$ cat src/rtl/output_device_serial_tx.sv
// Output-device write port that queues 32-bit words in a FIFO and sends each one LSB-byte-first
// as four 8N1 frames on tx. FIFO level, busy and overflow can be read back on a status port.
//
// state | meaning
// IDLE  | line high, waiting for a queued word
// START | start bit (tx low) of byte byte_idx
// DATA  | data bit bit_idx of byte byte_idx, LSB first
// STOP  | stop bit (tx high); chains to next byte or next word
module output_device_serial_tx #(
  parameter logic [7:0] DEVICE_ADDR = 8'h02,
  parameter int         FIFO_DEPTH  = 4,
  parameter int         BAUD_DIV    = 16
) (
  input  logic        clk,
  input  logic        reset_n,
  input  logic [7:0]  address,
  input  logic [31:0] value,
  input  logic        is_write,
  input  logic [7:0]  status_address,
  output logic [31:0] status_value,
  output logic        tx,
  output logic        busy
);

  localparam int              PW         = $clog2(FIFO_DEPTH);
  localparam int              BW         = $clog2(BAUD_DIV);
  localparam logic [7:0]      CTRL_ADDR  = DEVICE_ADDR + 8'd1;
  localparam logic [4:0]      FULL_COUNT = 5'(FIFO_DEPTH);
  localparam logic [BW-1:0]   BAUD_LAST  = BW'(BAUD_DIV - 1);
  localparam logic [BW-1:0]   BAUD_ONE   = BW'(1);
  localparam logic [PW-1:0]   PTR_ONE    = PW'(1);

  typedef enum logic [1:0] {IDLE, START, DATA, STOP} state_t;

  state_t        state;
  logic [31:0]   mem [FIFO_DEPTH];
  logic [PW-1:0] rd_ptr, wr_ptr;
  logic [4:0]    count;
  logic          overflow;
  logic [31:0]   shift_word;
  logic [1:0]    byte_idx;
  logic [2:0]    bit_idx;
  logic [2:0]    next_bit;
  logic [BW-1:0] baud_cnt;
  logic          baud_last, fifo_empty, fifo_full;
  logic          data_wr, ctrl_clr, pop, push;

  assign baud_last  = (baud_cnt == BAUD_LAST);
  assign fifo_empty = (count == 5'd0);
  assign fifo_full  = (count == FULL_COUNT);
  assign data_wr    = is_write && (address == DEVICE_ADDR);
  assign ctrl_clr   = is_write && (address == CTRL_ADDR) && value[0];
  assign next_bit   = bit_idx + 3'd1;

  // Pop on the IDLE edge, or at the end of the last stop bit for a gapless next word.
  assign pop  = !fifo_empty &&
                ((state == IDLE) || (state == STOP && baud_last && byte_idx == 2'd3));
  assign push = data_wr && (!fifo_full || pop);

  assign busy = (state != IDLE) || !fifo_empty;
  assign status_value = (status_address == DEVICE_ADDR) ?
                        {overflow, 22'd0, busy, 3'd0, count} : 32'd0;

  always_ff @(posedge clk) begin
    if (reset_n && push) mem[wr_ptr] <= value;
  end

  always_ff @(posedge clk) begin
    if (!reset_n) begin
      state      <= IDLE;
      rd_ptr     <= '0;
      wr_ptr     <= '0;
      count      <= 5'd0;
      overflow   <= 1'b0;
      shift_word <= 32'd0;
      byte_idx   <= 2'd0;
      bit_idx    <= 3'd0;
      baud_cnt   <= '0;
      tx         <= 1'b1;
    end else begin
      if (push) wr_ptr <= wr_ptr + PTR_ONE;
      if (pop)  rd_ptr <= rd_ptr + PTR_ONE;
      case ({push, pop})
        2'b10:   count <= count + 5'd1;
        2'b01:   count <= count - 5'd1;
        default: ;
      endcase

      if (ctrl_clr)                            overflow <= 1'b0;
      else if (data_wr && fifo_full && !pop)   overflow <= 1'b1;

      baud_cnt <= baud_last ? '0 : baud_cnt + BAUD_ONE;

      case (state)
        IDLE: begin
          baud_cnt <= '0;
          if (pop) begin
            shift_word <= mem[rd_ptr];
            byte_idx   <= 2'd0;
            tx         <= 1'b0;
            state      <= START;
          end
        end
        START: begin
          if (baud_last) begin
            bit_idx <= 3'd0;
            tx      <= shift_word[{byte_idx, 3'd0}];
            state   <= DATA;
          end
        end
        DATA: begin
          if (baud_last) begin
            if (bit_idx == 3'd7) begin
              tx    <= 1'b1;
              state <= STOP;
            end else begin
              bit_idx <= next_bit;
              tx      <= shift_word[{byte_idx, next_bit}];
            end
          end
        end
        STOP: begin
          if (baud_last) begin
            if (byte_idx != 2'd3) begin
              byte_idx <= byte_idx + 2'd1;
              tx       <= 1'b0;
              state    <= START;
            end else if (pop) begin
              shift_word <= mem[rd_ptr];
              byte_idx   <= 2'd0;
              tx         <= 1'b0;
              state      <= START;
            end else begin
              state <= IDLE;
            end
          end
        end
        default: state <= IDLE;
      endcase
    end
  end

endmodule

$ cat config.mk
export PLATFORM = sky130hd
export DESIGN_NAME = output_device_serial_tx
export DESIGN_NICKNAME = d
export VERILOG_FILES = /design/src/rtl/output_device_serial_tx.sv
export SDC_FILE = /design/constraint.sdc
export NUM_CORES = 1
export LEC_CHECK = 0
export ABC_CLOCK_PERIOD_IN_PS = 5800
export BUFFER_PORTS_ARGS = -buffer_cell sky130_fd_sc_hd__clkbuf_2
export CORE_MARGIN = 2
export CORE_UTILIZATION = 65
export CTS_BUF_LIST = sky130_fd_sc_hd__clkbuf_8
export CTS_CLUSTER_SIZE = 10
export DETAILED_ROUTE_END_ITERATION = 7
export PLACE_DENSITY = 0.93
export SLEW_MARGIN = 15
export SYNTH_ARGS = -nofsm -noshare
export SYNTH_HDL_FRONTEND = slang
export SYNTH_SLANG_ARGS = --single-unit
$ cat constraint.sdc
create_clock -name clk -period 5.8 [get_ports clk]
set_input_delay 0.29 -clock clk [delete_from_list [all_inputs] [get_ports clk]]
set_output_delay 0.29 -clock clk [all_outputs]
set_load 0.01 [all_outputs]
# Yosys cells after proc, flatten, opt, wreduce, memory -nomap -nowiden
# Memories as Yosys holds them, arrays and structs flattened. A register that Yosys moved wholly into a read port is not among the register bits.
# Cells that the tools add are included.
[totals]
regBits = 54
ram_bits = 128
out_inout_bits = 34
mem_count = 1
[memory_table]
columns = ["name", "depth", "word_bits", "rd", "rd_ports_with_merged_regs", "wr", "line_no", "source"]
rows = [
  ["mem", 4, 32, 1, 1, 1, "36", "logic [31:0] mem [FIFO_DEPTH];"],
]
[op_classes]
n_addsub = 7
n_lt_le_gt_ge = 2
n_eq_ne = 20
n_mux = 37
bitwise_logic = 1
n_reduce_logical = 29
[ops]
columns = ["operator", "count"]
rows = [
  ["2-to-1 mux 32 bit", 4],
  ["case mux 32 bit (2 select lines)", 1],
  ["equality test 8 x 2 -> 1 bit, second input constant", 3],
  ["2-to-1 mux 2 bit", 10],
  ["!= test 2 bit, second input constant", 8],
  ["less-than comparator 5 x 6 -> 1 bit, second input constant", 2],
  ["2-to-1 mux 1 bit", 12],
  ["logical AND 1 bit", 10],
  ["case mux 5 bit (2 select lines)", 1],
  ["2-to-1 mux 3 bit", 3],
  ["equality test 2 bit, second input constant", 4],
  ["case mux 2 bit (4 select lines)", 1],
  ["nonzero test 2 bit", 4],
  ["adder 2 x 1 -> 2 bit, second input constant", 3],
  ["case mux 3 bit (2 select lines)", 1],
  ["AND reduction 3 bit", 2],
  ["adder 5 x 1 -> 5 bit, second input constant", 1],
  ["binary-select mux 1 bit (select 5 bit)", 1],
  ["equality test 5 x 3 -> 1 bit, second input constant", 1],
  ["logical NOT 5 bit", 1],
  ["AND reduction 5 bit", 1],
  ["subtractor 5 x 1 -> 5 bit, second input constant", 1],
  ["adder 4 x 1 -> 4 bit, second input constant", 1],
  ["equality test 2 x 1 -> 1 bit, second input constant", 2],
  ["other kinds (14)", 18],
]

# Depth between registers and ports, before layout
[logic_depth]
word_depth = 10
mapped_depth = 11
mapped_depth_nobuf = 10

# Worst setup path before layout
# No wires, ideal clock.
[synth_timing]
path_type = "register to register"
start = "register baud_cnt[0]"
end = "register count[4]"
setup_ns = 0.120
arrival_time_ns = 2.849
required_time_ns = 5.680
setup_slack_ns = 2.831
stages_incl_launch_ff = 12
path_cell_list = "dfxtp_1 -> ha_1 -> and3_1 -> buf_2 -> a31oi_1 -> nor3_1 -> ha_1 -> a21o_1 -> a21o_1 -> or4_1 -> a21oi_1 -> nor3b_2"
[synth_via]
elab_chain_cells = 9
elab_cells_between_ends = 11
[synth_rtl]
columns = ["element", "line_no", "source"]
rows = [
  ["from (decl)", "44", "logic [BW-1:0] baud_cnt;"],
  ["from (signal assigned)", "92", "baud_cnt <= baud_last ? '0 : baud_cnt + BAUD_ONE;"],
  ["equality test 4 bit (*)", "48", "assign baud_last = (baud_cnt == BAUD_LAST);"],
  ["logical AND 1 bit (*) (2 in a row)", "57", "((state == IDLE) || (state == STOP && baud_last && byte_idx == 2'd3));"],
  ["logical OR 1 bit (*)", "57", ""],
  ["logical AND 1 bit (*)", "56", "assign pop = !fifo_empty &&"],
  ["logical OR 1 bit", "58", "assign push = data_wr && (!fifo_full || pop);"],
  ["logical AND 1 bit", "58", ""],
  ["equality test 2 x 1 -> 1 bit or equality test 2 bit (tied branches)", "83", "case ({push, pop})"],
  ["case mux 5 bit (2 select lines) or nonzero test 2 bit (tied branches)", "--", ""],
  ["to (signal assigned)", "84", "2'b10: count <= count + 5'd1;"],
  ["to (signal assigned)", "85", "2'b01: count <= count - 5'd1;"],
  ["to (decl)", "38", "logic [4:0] count;"],
]
# Every way passes the cells marked *; elsewhere a longest branch is shown, timed or not.
# A chain may end at the register's enable or synchronous reset.

# Final worst setup path
# Same ends and word-level chain as after synthesis.

==> results.cfg <==
[placed_design]
post-dp-hpwl_um = 8930
pre_cts_ws_ns = 2.46
port_buffers = 59
place_area_um2 = 8010
gp_congestion = 0.888

[grt]
grt_max_degree = 46
met2_usage_pct = 40.4
overflow = 0
grtUsageMet1_pct = 30.2
use_met3_pct = 5.46
antenna_found_initial = 0
first_global_vias = 4529
grt_usage_pct = 23.9
grt_pass1_wl_um = 23100
grt.busiest_layer = met2

[timing]
clock_skew_ns = 0.0156
clock.fmax_mhz = 295
setup_ws_ns = 2.41
finalSetupViolCount = 0
tightest_slew_ns = 1.08
rsz0062_at_grt = no
timing.final.crit_share_pct = 58.4
tns_ns = 0
hold_viol = 0
relSlewSlack_pct = 28.1
finalMaxSlewViolations = 0
min_period_ns = 3.39

[critical_path]
critPathMaxFanout = 7
r2r_end = count[4]
worstPathArrival_ns = 3.72
cp_data_required_time_ns = 6.13
ff2ff_path_depth = 10
crit_end = count[4]
rr_startpoint = baud_cnt[0]
crit_type = flip-flop to flip-flop
rrSetupSlack_ns = 2.41
crit_path_start_kind = flip-flop
crit_path_start = baud_cnt[0]
worstSetupEndpointType = flip-flop

[drt]
ant_nets = 0
drc = 9
vias = 4372
wl_per_cell_um = 19.3
routed_wl_um = 14300
firstDrtPassIters = 7
viasPerCell = 5.91
drtIter0Drc = 282

[layout]
mostFrequentLayoutCells = edfxtp_1 (128), nand2_1 (82), clkbuf_2 (59)
seq_area_um2 = 4970
fin_area_um2 = 8420
fill_cells = 686
nets = 651
drive_gt1_share_pct = 25.1
area_growth_pct = 8.90
n_antenna_cell = 0
final_common_cell = edfxtp_1
multiInputGateArea_um2 = 2490

[yosys]
synth_warnings = 0
ys_seq_area_share_pct = 64.2
synth.largest_area_cell = edfxtp_1
synthDistinctLibCells = 56
ys.flop_type = edfxtp_1
synth.area.top_cells = edfxtp_1 (50%), dfxtp_1 (15%), mux4_2 (12%)
ys_ff_latch = 184
syn_area_per_cell_um2 = 14.6
syn_area_um2 = 7730
synth_edf_count = 128
synth_cells = 529
ys_async_sr_fraction_pct = 0
yosysTopAreaCellShare_pct = 49.7

[floorplan]
chipHeight_um = 113
core_um2 = 11500
pin_count = 85
die_x_um = 113
die-area_um2 = 12800
placementRows = 39
initial_core_util_pct = 67.1

[clocking]
root_buffer = clkbuf_8
h-tree-depth = 4
cts_buffers = 17
cts_setup_buffers = 0
clkLatencyLatePin_ns = 0.46
cts_hold_buf = 0
cts_resized = 0
cts_sinks = 184
clkSlewWorstSetupHoldPaths_ns = 0.09
cts_tree = built
clockBufferDepth = 2

[pwr]
total_power_mw = 3.47
p_clk_share_pct = 25.2
peakVddDrop_mv = 0.223
seqPwrFrac_pct = 48.7
leakage_nw = 3.02
switchingPower_mw = 1.08
p_int_mw = 2.39
combPwrFrac_pct = 26.0
powerDensity_nw_per_um2 = 413
swShare_pct = 31.1

[job]
maxCapViolations = 0

[outcome]
outcome = finished with violations
violations = DRC

[hold_path]
hp-class = primary input to flip-flop
-- area by class of cell --
cell class | count | area share (%)
clock buffer | 18 | 2.94
clock inverter | 14 | 1.89
inverter | 12 | 0.535
multi-input combinational | 305 | 29.5
sequential | 184 | 59.0
tap | 143 | 2.13
timing repair buffer | 64 | 3.95
-- power by group through the flow --
stage	Sequential [mW]	Combinational [mW]	Clock, mW
floorplan	1.64	0.774	0
global placement	1.71	0.857	0
detailed placement	1.72	0.896	0
CTS	1.70	0.902	0.886
global route	1.72	0.999	0.934
finish	1.69	0.904	0.877
-- how the worst min path moves through the flow --
stage / to / slack (ns) / start / cells past startpoint
4_1_cts: mem[1][15] / 0.03 / value[15] / 1
6_report: mem[3][25] / 0.04 / value[25] / 1
5_1_grt: mem[2][25] / 0.04 / value[25] / 1
3_5_place_dp: baud_cnt[0] / 0.44 / baud_cnt[0] / 1
2_1_floorplan: mem[0][0] / 0.39 / value[0] / 0
3_3_place_gp: baud_cnt[0] / 0.43 / baud_cnt[0] / 1
-- per-stage QoR --
step	util (%)	hold WS, ns	instances
after floorplan	-	0.389	553
after global placement	69.5	0.429	708
after detailed placement	69.5	0.444	708
after CTS	73.1	0.0268	740
after global routing	73.1	0.0397	740
final	73.1	0.0434	740
-- Yosys cell counts, types with 2 or more instances --
| cell | count |
|---|---|
| edfxtp_1 | 128 |
| nand2_1 | 82 |
| dfxtp_1 | 56 |
| a21oi_1 | 41 |
| mux4_2 | 41 |
| buf_4 | 25 |
| ha_1 | 15 |
| nor2_1 | 14 |
| clkbuf_1 | 12 |
| and2_1 | 10 |
| buf_2 | 10 |
| inv_1 | 10 |
| mux2i_1 | 10 |
| nand3_1 | 7 |
| and3_1 | 5 |
| nor3_1 | 4 |
| xor2_1 | 4 |
| a21boi_0 | 3 |
| a21o_1 | 3 |
| o21ai_0 | 3 |
| o31ai_1 | 3 |
| xnor2_1 | 3 |
| buf_1 | 2 |
| inv_2 | 2 |
| nand4_1 | 2 |
| nor3b_1 | 2 |
| o22ai_1 | 2 |
| or4b_4 | 2 |
-- critical path, cell delays in order, from the launching register on --
cell     delay [ns]
dfxtp_1        0.37
ha_1           0.23
and3_1         0.33
a31oi_1        0.17
nor3_1         0.70
ha_1           0.41
a21o_1         0.19
a21o_1         0.18
or4_1          0.43
a21oi_1        0.19
nor3b_2        0.07
-- flip-flops by register name, summed over array words and instances (netlist names), named ones only --
| signal | flops |
|---|---|
| tx | 1 |
| mem | 128 |
| shift_word | 32 |
| bit_idx | 3 |
| byte_idx | 2 |
| rd_ptr | 2 |
| state | 2 |
| overflow | 1 |
| wr_ptr | 2 |
| baud_cnt | 4 |
| count | 5 |
-- kinds of logic after synthesis --
family / synth area share, %
AO/OA/AOI/OAI: 5.31
XOR/XNOR: 0.793
adder cells (fa/ha/maj): 2.69
buffers and inverters: 4.78
flip-flops: 64.2
multiplexers: 13.2
other: 0.0485
AND/OR/NAND/NOR: 8.90
-- layer usage --
| layer | vias to the layer above | part of all wire, % |
|---|---|---|
| met5 | - | 0 |
| met4 | 0 | 2.4 |
| met3 | 27 | 5.7 |
| met2 | 168 | 50 |
| met1 | 2147 | 41 |
| li1 | 2030 | - |
Note: power is estimated with default switching activity, not from simulation.
